$ cat src/rtl/jt12_sd_dec.sv
// Third-order CIC decimator: recovers signed PCM from a 1-bit sigma-delta stream.
// The output rate is the cen rate divided by 2**log2r.
//
// Ports:
//   clk        system clock
//   rst        synchronous, active-high reset (overrides cen)
//   cen        input-sample enable; din is consumed only when cen=1
//   din        sigma-delta bit, 1 -> +1, 0 -> -1
//   dout       signed decimated PCM sample, held between updates
//   dout_valid one-clk pulse when dout has just been updated with a settled sample
module jt12_sd_dec #(
  parameter int width = 12,
  parameter int log2r = 6
) (
  input  logic                    clk,
  input  logic                    rst,
  input  logic                    cen,
  input  logic                    din,
  output logic signed [width-1:0] dout,
  output logic                    dout_valid
);

  localparam int W  = 3 * log2r + 2;
  localparam int SH = 3 * log2r + 1 - width;

  // Saturation bounds expressed at the internal width.
  localparam logic signed [W-1:0] SMAX = W'((2 ** (width - 1)) - 1);
  localparam logic signed [W-1:0] SMIN = ~SMAX;

  logic signed [W-1:0] i1, i2, i3;
  logic signed [W-1:0] z1, z2, z3;
  logic signed [W-1:0] x, d1, d2, d3, s;
  logic signed [width-1:0] sat;
  logic [log2r-1:0] cnt;
  logic [1:0]       prime;
  logic             dec_ev;

  always_comb begin
    x      = din ? W'(1) : '1;
    dec_ev = cen && (cnt == '1);
    // Comb runs off the pre-edge i3; only its value at a decimation event matters.
    d1     = i3 - z1;
    d2     = d1 - z2;
    d3     = d2 - z3;
    s      = d3 >>> SH;
    if (s > SMAX) begin
      sat = SMAX[width-1:0];
    end else if (s < SMIN) begin
      sat = SMIN[width-1:0];
    end else begin
      sat = s[width-1:0];
    end
  end

  always_ff @(posedge clk) begin
    if (rst) begin
      i1         <= '0;
      i2         <= '0;
      i3         <= '0;
      z1         <= '0;
      z2         <= '0;
      z3         <= '0;
      cnt        <= '0;
      prime      <= '0;
      dout       <= '0;
      dout_valid <= 1'b0;
    end else begin
      dout_valid <= 1'b0;
      if (cen) begin
        // Integrators wrap modulo 2**W; the comb differences cancel the wrap.
        i1  <= i1 + x;
        i2  <= i2 + i1;
        i3  <= i3 + i2;
        cnt <= cnt + 1'b1;
        if (dec_ev) begin
          z1         <= i3;
          z2         <= d1;
          z3         <= d2;
          dout       <= sat;
          dout_valid <= (prime == 2'd3);
          if (prime != 2'd3) begin
            prime <= prime + 2'd1;
          end
        end
      end
    end
  end

endmodule
$ cat config.mk
export PLATFORM = sky130hd
export DESIGN_NAME = jt12_sd_dec
export DESIGN_NICKNAME = d
export VERILOG_FILES = /design/src/rtl/jt12_sd_dec.sv
export SDC_FILE = /design/constraint.sdc
export NUM_CORES = 1
export LEC_CHECK = 0
export BUFFER_PORTS_ARGS = -buffer_cell sky130_fd_sc_hd__clkbuf_2
export CAP_MARGIN = 20
export CORE_MARGIN = 2
export CORE_UTILIZATION = 59
export CTS_CLUSTER_SIZE = 16
export DETAILED_ROUTE_END_ITERATION = 6
export PLACE_DENSITY = 0.85
export SLEW_MARGIN = 20
export SYNTH_ARGS = -nofsm -noshare
export SYNTH_HDL_FRONTEND = slang
export SYNTH_SLANG_ARGS = --single-unit
$ cat constraint.sdc
create_clock -name clk -period 11.1 [get_ports clk]
set_input_delay 1.665 -clock clk [delete_from_list [all_inputs] [get_ports clk]]
set_output_delay 1.665 -clock clk [all_outputs]
set_load 0.01 [all_outputs]
==> flow_metrics.env, run 1 <==
export IMPL_post_place_cells=1463
export IMPL_synthCells=1264
export IMPL_status="completed"
export IMPL_slew_violations=0
export IMPL_cts_path_max_buffers=2
export IMPL_dp_hpwl_um=13800
export IMPL_ctsResizeCount=0
export IMPL_cp_slowest_cell="xor2_1"
export IMPL_timing_hold_violations_final=0
export IMPL_cts_tree="built"
export IMPL_root_buffer="clkbuf_16"
export IMPL_tns_ps=0
export IMPL_grt_pass1_vias=7996
export IMPL_fin_worst_skew_ps=8.11
export IMPL_seqPwrFrac_pct=17.4
export IMPL_grt_overflow=0
export IMPL_end_kind="register"
export IMPL_track_usage_pct=22.3
export IMPL_grt_antenna_before_repair=0
export IMPL_top_level_ports=17
export IMPL_period_share_pct=55.7
export IMPL_diodes=0
export IMPL_drt_pass1_iter_count=5
export IMPL_cap_violations=0
export IMPL_cp_slowest_stage_delay_ps=730
export IMPL_die_area_mm2=0.0183
export IMPL_combinationalPowerShare_pct=63.5
export IMPL_crit_buf_inv=2
export IMPL_die_w_um=135
export IMPL_p_leak_nw=4.73
export IMPL_avgSynthCellArea_um2=8.06
export IMPL_power_switching_mw=1.39
export IMPL_async_flop_share_pct=0
export IMPL_post_route_min_period_ps=6180
export IMPL_finalSetupViolations=0
export IMPL_routed_wl_um=20200
export IMPL_multi_input_area_mm2=0.00681
export IMPL_cts_hold_buf=0
export IMPL_swShare_pct=42.3
export IMPL_setup_ws_ps=4920
export IMPL_htree_num_levels=4
export IMPL_fill_cells=1389
export IMPL_nNetsFinal=1380
export IMPL_path_class="reg2reg"
export IMPL_portBuffers=16
export IMPL_coreArea_mm2=0.0171
export IMPL_start_util_pct=59.5
export IMPL_place_ws_ps=4940
export IMPL_rows=48
export IMPL_first_iter_violations=569
export IMPL_synth_edf_count=0
export IMPL_required_ps=11380
export IMPL_hp_class="reg2reg"
export IMPL_crit_top_cell="ha_1"
export IMPL_synth_area_mm2=0.0102
export IMPL_clkPwrFrac_pct=19.1
export IMPL_synth_nets=1387
export IMPL_grt_pass1_wl_um=34500
export IMPL_cp_start_kind="register"
export IMPL_path_max_fanout=12
export IMPL_drcViolationCount=0
export IMPL_wl_per_cell_um=13.5
export IMPL_power_density_mw_per_mm2=298
export IMPL_num_vias=8576
export IMPL_vias_per_cell=5.74
export IMPL_area_growth_pct=8.35
export IMPL_cp_top_family="compound AO/OA/AOI/OAI gates"
export IMPL_p_int_mw=1.90
export IMPL_yosys_warnings=0
export IMPL_synth_seq_cells=141
export IMPL_numCtsBuffers=17
export IMPL_critical_path_arrival_ps=6460
export IMPL_ys_seq_area_share_pct=27.7
export IMPL_cts_sinks=141
export IMPL_slew_headroom_pct=33.4
export IMPL_fp_dieH_um=135
export IMPL_worst_ir_drop_vdd_mv=0.499
export IMPL_drive_gt1_share_pct=7.48
export IMPL_regArea_mm2=0.00282
export IMPL_cts_setup_buffers=0
export IMPL_dominantRegCellSynth="dfxtp_1"
export IMPL_clock_latency_ps=430
export IMPL_grt_max_degree=100
export IMPL_drtAntennaViolNets=0
export IMPL_worst_pin_slew_ps=999
export IMPL_synth_cell_types=75
export IMPL_max_freq_ghz=0.162
export IMPL_instances_no_fill=1495
export IMPL_rsz0062_at_grt="false"
export IMPL_place_congestion=0.839
export IMPL_clk_pin_slew_ps=60
==> power by group through the flow <==
stage                     combinational (mW)  sequential [mW]  clock (mW)
final                                   2.09            0.572       0.630
after CTS                               2.09            0.571       0.636
after global placement                  2.02            0.580           0
after detailed placement                2.07            0.582           0
after floorplan                         1.84            0.569           0
after global routing                    2.31            0.577       0.663
==> stage by stage <==
stage	power [mW]	cell area (um^2)	util, %	hold WS, ps
floorplan	2.41	10200	-	436
global placement	2.60	10400	60.7	441
detailed placement	2.65	10400	60.7	447
CTS	3.30	11000	64.5	454
global route	3.55	11000	64.5	469
finish	3.29	11000	64.5	450
==> worst register-to-register path: cells and delay by family (launching register included) <==
family	cells	cell delay, ps
AOI/OAI and AO/OA	11	1920
buffers and inverters	2	130
and+or+nand+nor	6	1220
adders and majority gates	5	1520
DFF	1	330
xor gates and xnor gates	2	890
==> cells by family (layout without fill, tap and decap cells) <==
family	count (synthesis)	in the layout	share of synthesized area (%)
AOI/OAI and AO/OA	338	338	21.9
xor gates and xnor gates	88	88	7.96
adders and majority gates	129	129	16.1
buffers and inverters	139	145	5.48
DFF	141	141	27.7
muxes	31	31	3.05
and+or+nand+nor	398	398	17.9
==> placed cells by master, fill, tap and decap left out, types with 12 or more instances in the layout <==
cell type | netlist | final
or3_1 | 20 | 20
dfxtp_1 | 141 | 141
clkbuf_16 | 0 | 17
xnor2_1 | 45 | 45
and3_1 | 13 | 12
xor2_1 | 40 | 40
nand3_1 | 29 | 28
ha_1 | 114 | 114
nor2_1 | 96 | 96
o21ai_0 | 35 | 35
mux2i_1 | 31 | 31
inv_1 | 92 | 92
a21oi_1 | 131 | 131
clkbuf_2 | 0 | 14
nor3_1 | 22 | 22
a211oi_1 | 13 | 13
nand2_1 | 162 | 162
a21o_1 | 34 | 34
==> area by class of cell <==
cell class / count / share of cell area (%)
multi-input combinational: 984 / 61.7
sequential: 141 / 25.6
clock buffer: 18 / 3.98
inverter: 92 / 3.13
tap: 225 / 2.55
clock inverter: 14 / 1.96
timing repair buffer: 21 / 1.09
==> worst paths after layout <==
check	from	to	slack, ps	cells after the start
min	z1[11]	z1[11]	450	2
min reg2reg	z1[11]	z1[11]	450	2
max reg2reg	i3[0]	dout[2]	4920	26
max	i3[0]	dout[2]	4920	26
==> registers in the layout, summed over array words and instances (netlist names) <==
name        count
cnt             6
z3             20
z1             20
i3             20
i2             20
i1             20
prime           2
dout_valid      1
z2             20
dout           12
==> routing by layer <==
metal	GRT usage (%)	part of all wire, %	vias up
li1	-	-	4455
met3	4.45	3.6	33
met4	7.47	1.7	0
met2	40.2	49	157
met1	26.6	45	3931
met5	0	0	-
==> synth_stat cells, drive strengths merged (22+ instances only) <==
| master | number | area, um^2 |
|---|---|---|
| nand3 | 29 | 145 |
| xnor2 | 46 | 422 |
| nand2 | 162 | 608 |
| a21o | 34 | 255 |
| a21oi | 140 | 734 |
| nor2 | 96 | 360 |
| inv | 92 | 345 |
| nor3 | 22 | 110 |
| o21ai | 44 | 224 |
| dfxtp | 141 | 2820 |
| xor2 | 41 | 367 |
| ha | 114 | 1430 |
| mux2i | 31 | 310 |
| clkbuf | 39 | 166 |
Note: power is estimated with default switching activity, not from simulation.
==> inputs of run 2 (changes only) <==
Settings changed: ABC_AREA set to 1.
Clock period 11.1 ns to 6.5 ns, I/O delays scaled along.
==> run 2 against run 1 <==
- register-to-register slack worse by 3600 ps
- clock skew up 3.5 ps
- sequential share of layout area down 0.87 points
- global-route usage up 4.3 points
- non-clock buffer count up 1
- hold slack better by 7.0 ps
- fmax up 20%
- core utilization down 0.22 points
- routed wire length up 24%
- critical path depth up 1
- highest routed layer unchanged
==> flow_metrics.env, run 2 <==
export IMPL_status="completed"
export IMPL_drcViolationCount=0
export IMPL_htree_num_levels=4
export IMPL_critical_path_arrival_ps=5480
export IMPL_nNetsFinal=1646
export IMPL_wl_per_cell_um=14.2
export IMPL_grt_pass1_wl_um=42600
export IMPL_synth_seq_cells=141
export IMPL_final_cell_mix="inv_1, nand2_1, a21oi_1"
export IMPL_worstReg2RegEnd="dout[10]"
export IMPL_post_route_min_period_ps=5170
export IMPL_track_usage_pct=26.6
export IMPL_reg2reg_slack_ps=1330
export IMPL_grt_overflow=0
export IMPL_routed_wl_um=25100
export IMPL_area_growth_pct=7.60
export IMPL_grt_antenna_before_repair=0
export IMPL_drive_gt1_share_pct=6.97
export IMPL_drt_pass1_iter_count=5
export IMPL_synthCells=1526
export IMPL_clk_pin_slew_ps=60
export IMPL_avgSynthCellArea_um2=6.96
export IMPL_dp_hpwl_um=18400
export IMPL_startpoint="i3[2]"
export IMPL_first_iter_violations=476
export IMPL_netlist_area_leader_share_pct=26.6
export IMPL_cp_start_kind="register"
export IMPL_timing_hold_violations_final=0
export IMPL_tns_ps=0
export IMPL_numCtsBuffers=17
export IMPL_ctsResizeCount=0
export IMPL_root_buffer="clkbuf_16"
export IMPL_reg2regPathDepth=27
export IMPL_slew_violations=0
export IMPL_finalSetupViolations=0
export IMPL_cts_hold_buf=0
export IMPL_grt_pass1_vias=9742
export IMPL_ys_top_cells_by_count="inv_1, nand2_1, a21oi_1"
export IMPL_die_area_mm2=0.0191
export IMPL_cts_setup_buffers=0
export IMPL_dominantRegCellSynth="dfxtp_1"
export IMPL_rows=49
export IMPL_synth_nets=1649
export IMPL_hp_class="reg2reg"
export IMPL_async_flop_share_pct=0
export IMPL_vias_per_cell=5.54
export IMPL_drtAntennaViolNets=0
export IMPL_cts_sinks=141
export IMPL_portBuffers=16
export IMPL_cap_violations=0
export IMPL_clock_latency_ps=440
export IMPL_start_util_pct=59.7
export IMPL_required_ps=6810
export IMPL_ys_seq_area_share_pct=26.6
export IMPL_place_congestion=0.906
export IMPL_grt_max_degree=102
export IMPL_layout_commonest_cell="inv_1"
export IMPL_period_share_pct=79.5
export IMPL_path_class="reg2reg"
export IMPL_worst_ir_drop_vdd_mv=0.402
export IMPL_yosys_warnings=0
export IMPL_worst_pin_slew_ps=882
export IMPL_power_density_mw_per_mm2=367
export IMPL_p_leak_nw=5.55
export IMPL_yosys_area_top_type="dfxtp_1"
export IMPL_coreArea_mm2=0.0178
export IMPL_fin_worst_skew_ps=11.7
export IMPL_fp_dieH_um=138
export IMPL_end_kind="register"
export IMPL_setup_worst_path_end="dout[10]"
export IMPL_cts_tree="built"
export IMPL_rsz0062_at_grt="false"
export IMPL_synth_most_common_cell="inv_1"
export IMPL_post_route_util_pct=64.3
export IMPL_synth_area_leaders="dfxtp_1, ha_1, a21oi_1"
export IMPL_regToRegStartpoint="i3[2]"
export IMPL_die_w_um=138
export IMPL_slew_headroom_pct=41.2
export IMPL_num_vias=9770
export IMPL_synth_area_mm2=0.0106
export IMPL_path_max_fanout=11
export IMPL_top_level_ports=17
export IMPL_synth_cell_types=43
export IMPL_max_freq_ghz=0.194
export IMPL_diodes=0
export IMPL_cts_path_max_buffers=2
export IMPL_synth_edf_count=0
run 2: layout make-up:
| type | count | area (um^2) |
|---|---|---|
| well taps | 229 | 287 |
| inverters | 235 | 882 |
| fillers | 1590 | 6350 |
| clock buffers | 20 | 447 |
| clock inverters | 12 | 138 |
| repair buffers | 22 | 125 |
| multi-input cells | 1106 | 6730 |
| flip-flops and latches | 141 | 2820 |
run 2: logic make-up after synthesis:
group / after synthesis / synth area share [%]
xor+xnor: 89 / 7.34
compound gates: 446 / 23.0
simple gates: 452 / 18.6
fa+ha+maj: 119 / 14.4
buf+inv: 279 / 10.1
flops: 141 / 26.6
run 2: critical path, cell delays in order, from the launching register on:
cell	delay, ps
dfxtp_1	340
ha_1	370
a21oi_1	170
nand2_1	170
a21oi_1	230
xnor2_1	180
ha_1	340
a21oi_1	190
o21ai_1	100
a21oi_1	220
o21ai_1	180
a21boi_0	320
o21ai_1	140
nand2_1	80
nand2_1	60
xor2_1	210
ha_1	330
a21o_1	220
a221oi_1	280
nand3_1	150
nand2_1	90
nand2_1	70
inv_1	70
nand3_2	70
nand3_1	70
nand2_1	60
inv_2	230
a21oi_1	100
run 2: routing by layer:
metal / GRT usage, % / share of wire (%)
met5: 0 / 0
met4: 13.1 / 3.5
met3: 3.46 / 2.7
met2: 51.2 / 52
met1: 28.5 / 42
run 2: report_power, final:
| group | switching, mW | total, mW | internal, mW |
|---|---|---|---|
| Clock | 0.398 | 0.976 | 0.578 |
| Combinational | 1.42 | 2.26 | 0.841 |
| Sequential | 0.0509 | 0.959 | 0.908 |
| Total | 1.87 | 4.20 | 2.33 |
run 2: metrics by stage:
stage	setup WS, ps	cells	instance area (um^2)	power [mW]	hold WS, ps
detailed placement	1360	1733	10800	3.21	452
global route	738	1765	11400	4.55	485
global placement	1590	1733	10800	3.14	443
floorplan	2020	1526	10600	2.85	433
CTS	1350	1765	11400	4.19	460
finish	1330	1765	11400	4.20	457
run 2: worst min-delay path by stage:
stage	start	end	slack, ps	cells past startpoint
floorplan	z1[10]	z1[10]	430	2
global placement	z1[5]	z1[5]	440	2
detailed placement	z1[3]	z1[3]	450	2
CTS	z1[3]	z1[3]	460	2
global route	z1[3]	z1[3]	490	2
finish	z1[13]	z1[13]	460	2
